<file path="src/rtl/serial_adder.sv">
// Bit-serial adder: one full-adder cell, LSB first, one bit per cycle.
// Ports: IN_VALID/IN_READY + A/B/CI in, OUT_VALID/OUT_READY + S/CO/OVF out.
module serial_adder #(
  parameter int WIDTH = 8
) (
  input  logic             CLK,
  input  logic             RST_N,
  input  logic             IN_VALID,
  output logic             IN_READY,
  input  logic [WIDTH-1:0] A,
  input  logic [WIDTH-1:0] B,
  input  logic             CI,
  output logic             OUT_VALID,
  input  logic             OUT_READY,
  output logic [WIDTH-1:0] S,
  output logic             CO,
  output logic             OVF
);

  localparam int CW = (WIDTH > 1) ? $clog2(WIDTH) : 1;
  localparam logic [CW-1:0] LAST = CW'(WIDTH - 1);

  localparam logic [1:0] IDLE = 2'd0;
  localparam logic [1:0] RUN  = 2'd1;
  localparam logic [1:0] HOLD = 2'd2;

  logic [1:0]       state;
  logic [WIDTH-1:0] a_sh;
  logic [WIDTH-1:0] b_sh;
  logic [WIDTH-1:0] r_sh;
  logic             carry;
  logic [CW-1:0]    cnt;

  logic             sum_bit;
  logic             carry_nx;
  logic [WIDTH-1:0] r_nx;

  always_comb begin
    sum_bit  = a_sh[0] ^ b_sh[0] ^ carry;
    carry_nx = (a_sh[0] & b_sh[0])
             | (a_sh[0] & carry)
             | (b_sh[0] & carry);
    // sum bit enters at the MSB so the
    // result is aligned after WIDTH steps
    r_nx = (r_sh >> 1)
         | (WIDTH'(sum_bit) << (WIDTH - 1));
  end

  always_ff @(posedge CLK or negedge RST_N) begin
    if (!RST_N) begin
      state     <= IDLE;
      IN_READY  <= 1'b1;
      OUT_VALID <= 1'b0;
      S         <= '0;
      CO        <= 1'b0;
      OVF       <= 1'b0;
      a_sh      <= '0;
      b_sh      <= '0;
      r_sh      <= '0;
      carry     <= 1'b0;
      cnt       <= '0;
    end else begin
      unique case (state)
        IDLE: begin
          if (IN_VALID) begin
            a_sh     <= A;
            b_sh     <= B;
            carry    <= CI;
            cnt      <= '0;
            IN_READY <= 1'b0;
            state    <= RUN;
          end
        end
        RUN: begin
          a_sh  <= a_sh >> 1;
          b_sh  <= b_sh >> 1;
          r_sh  <= r_nx;
          carry <= carry_nx;
          if (cnt == LAST) begin
            // carry still holds the carry into the MSB
            S         <= r_nx;
            CO        <= carry_nx;
            OVF       <= carry ^ carry_nx;
            cnt       <= '0;
            OUT_VALID <= 1'b1;
            state     <= HOLD;
          end else begin
            cnt <= cnt + CW'(1);
          end
        end
        HOLD: begin
          if (OUT_READY) begin
            OUT_VALID <= 1'b0;
            IN_READY  <= 1'b1;
            state     <= IDLE;
          end
        end
        default: begin
          OUT_VALID <= 1'b0;
          IN_READY  <= 1'b1;
          state     <= IDLE;
        end
      endcase
    end
  end

endmodule

</file>
<file path="config.mk">
export PLATFORM = sky130hd
export DESIGN_NAME = serial_adder
export DESIGN_NICKNAME = d
export VERILOG_FILES = /design/src/rtl/serial_adder.sv
export SDC_FILE = /design/constraint.sdc
export NUM_CORES = 1
export LEC_CHECK = 0
export CORE_MARGIN = 2
export CORE_UTILIZATION = 27
export CTS_BUF_LIST = sky130_fd_sc_hd__clkbuf_4
export CTS_CLUSTER_SIZE = 16
export DETAILED_ROUTE_END_ITERATION = 10
export GPL_ROUTABILITY_DRIVEN = 0
export PLACE_DENSITY = 0.57
export SYNTH_ARGS = -nofsm -noshare
export SYNTH_HDL_FRONTEND = slang
export SYNTH_SLANG_ARGS = --single-unit
</file>
<file path="constraint.sdc">
create_clock -name CLK -period 1.9 [get_ports CLK]
set_input_delay 0.285 -clock CLK [delete_from_list [all_inputs] [get_ports CLK]]
set_output_delay 0.285 -clock CLK [all_outputs]
set_load 0.01 [all_outputs]
</file>
==> flow_summary.ini <==
[status]
status = finished clean

[die]
die_w_um = 86.9
start_util = 0.276
core_um2 = 6720
pin_count = 33
row_count = 30
die_height_um = 86.9
die_area_um2 = 7550

[sta]
setup-violations-final = 0
final.setup.tns_ns = 0
finalHoldViolCount = 0
period_needed_ns = 1.72
slew_viol_final = 0
max_freq_mhz = 580
fin_crit_sh = 0.908
setup_slack_ns = 0.175
rsz0062_at_grt = no
max_slew_margin = 0.637
whs_ns = 0.418
skew_ns = 0.00913
tightestPinTransition_ns = 0.543

[route]
dr.pass1.iters = 4
via_per_inst = 4.71
ant_nets = 0
dr_total_vias = 1324
drc = 0
drtIter0Drc = 54
drt-total-wl_um = 3730
wire_per_inst_um = 13.3

[placed_design]
hpwl_um = 2570
placed_area_um2 = 2240
portBuffers = 32
pre_cts_ws_ns = 0.293

[synth]
synth_edf_count = 0
ys_warn_count = 0
synthFlopType = dfrtp_1
ys_seq_area_frac = 0.554
synth_fp_nets = 189
synth-seq-cells = 41
syn-cell-area_um2 = 1850
async_flop_share = 1.00
synth_cells = 165
syn-mean-instance-area_um2 = 11.2
ys_types = 30

[worst_setup_path]
critPathCaptureType = output port
critPathTopFamily = flip-flops
worstPathRequired_ns = 1.62
path_cells = clkdlybuf4s50_1
cp.arrival_ns = 1.44
crit_buf_inv = 1
critPathKind = register to output port
cp_slowest_stage_delay_ns = 0.56
slowest_stage = dfstp_2
crit_path_max_fanout = 3
worstSetupStartpointType = register

[global_routing]
grt_max_degree = 42
grt_pass1_wl_um = 6490
grt_pass1_vias = 1315
grtUsageTotal = 0.110
grt_overflow = 0
antenna_found_initial = 0

[power_and_ir_drop]
p_sw_frac = 0.330
internal-power_mw = 2.45
pwr-share-seq = 0.425
peakVddDrop_uv = 418
p_clk_frac = 0.192
power.leakage_nw = 1.00
power-per-cell-area_nw_per_um2 = 1550
pwr-share-comb = 0.383
switchingPower_mw = 1.20

[finish]
area_delta_synth_final_pct = 26.9
stdcell_area_um2 = 2350
layout-drive-gt1-share = 0.194
nNetsFinal = 224
n_antenna_cell = 0

[clock_tree]
clk_latency_ns = 0.35
ctsRootBufferMaster = clkbuf_4
numCtsBuffers = 5
cts_tree = built
post_cts_buffers = 0
clock_path_buffers = 2
cts_sinks = 41
clk_pin_slew_ns = 0.12
htree_num_levels = 2

[worst_hold_path]
hp-class = input port to asynchronous set/reset pin

[run]
maxCapViolCount = 0
## logic make-up after synthesis
| logic type | count (synthesis) | synth area share |
|---|---|---|
| fa+ha+maj | 3 | 0.0243 |
| simple gates | 70 | 0.176 |
| xor+xnor | 1 | 0.00472 |
| flops | 41 | 0.554 |
| compound gates | 29 | 0.137 |
| buf+inv | 12 | 0.0493 |
| mux | 9 | 0.0547 |
## state kept, by name (all words and copies together), names as in the netlist
register / flops
IN_READY: 1
CO: 1
a_sh: 8
state: 2
S: 8
cnt: 3
b_sh: 8
OUT_VALID: 1
carry: 1
OVF: 1
r_sh: 7
## final timing paths
check                              start       end  slack, ns  cells after the start
worst max register to register    cnt[0]      S[1]       0.29                      4
worst min-delay path               RST_N   r_sh[1]       0.42                      3
worst max-delay path            IN_READY  IN_READY       0.18                      1
max in group asynchronous          RST_N  IN_READY       1.22                      3
worst min register to register   r_sh[1]   r_sh[1]       0.50                      2
min in group CLK                    A[7]   a_sh[7]       0.47                      3
## cell type report
type | count | area, um2
Fill cell | 688 | 4370
Sequential cell | 41 | 1030
Multi-Input combinational cell | 112 | 736
Timing Repair Buffer | 39 | 383
Tap cell | 80 | 100
Clock inverter | 3 | 65.1
Clock buffer | 5 | 37.5
Inverter | 1 | 3.75
## Yosys cell counts, drive strengths merged (2+ instances only)
cell	instances	area, um2
dfrtp	40	1000
nand2	29	109
nor2	20	75.1
buf	10	83.8
mux2	9	101
nor3	9	45.0
a211oi	8	80.1
nand3b	8	63.8
o221a	7	78.8
o21ai	6	30.0
a21oi	3	15.0
ha	2	25.0
nand2b	2	20.0
## cell usage in the layout, fill, tap and decap left out, types with 2 or more instances in the layout
master	n
clkdlybuf4s50_1	31
ha_1	2
clkbuf_4	5
nand2_1	29
bufinv_16	2
dfrtp_1	40
a211oi_1	4
buf_4	5
o21ai_0	6
nand3b_1	7
nor2_1	20
a21oi_1	3
o221a_2	7
nor3_1	9
a211oi_2	4
mux2_2	9
## what timing repair did
item                      CTS  global route
hold buffers                1             0
hold endpoints to repair   40             0
resized for setup           0             0
## routing by layer
layer / part of all wire / global-route usage / vias up
met5: 0 / 0 / -
met4: 0.0062 / 0.0256 / 0
met3: 0.044 / 0.0294 / 4
met2: 0.47 / 0.177 / 30
met1: 0.48 / 0.149 / 639
li1: - / - / 651
## metrics by stage
| stage | power (mW) | utilization | instances |
|---|---|---|---|
| final | 3.65 | 0.350 | 281 |
| after global routing | 3.94 | 0.350 | 281 |
| after CTS | 3.70 | 0.350 | 281 |
| after detailed placement | 3.00 | 0.333 | 272 |
| after global placement | 2.96 | 0.333 | 272 |
| after floorplan | 2.53 | - | 165 |
## power groups by stage
stage | Combinational (mW) | Clock, mW | Sequential (mW)
2_1_floorplan | 0.996 | 0 | 1.54
3_3_place_gp | 1.39 | 0 | 1.56
3_5_place_dp | 1.42 | 0 | 1.58
4_1_cts | 1.43 | 0.721 | 1.56
5_1_grt | 1.56 | 0.767 | 1.61
6_report | 1.40 | 0.701 | 1.55
No activity file was read; power rests on OpenSTA's default activity.
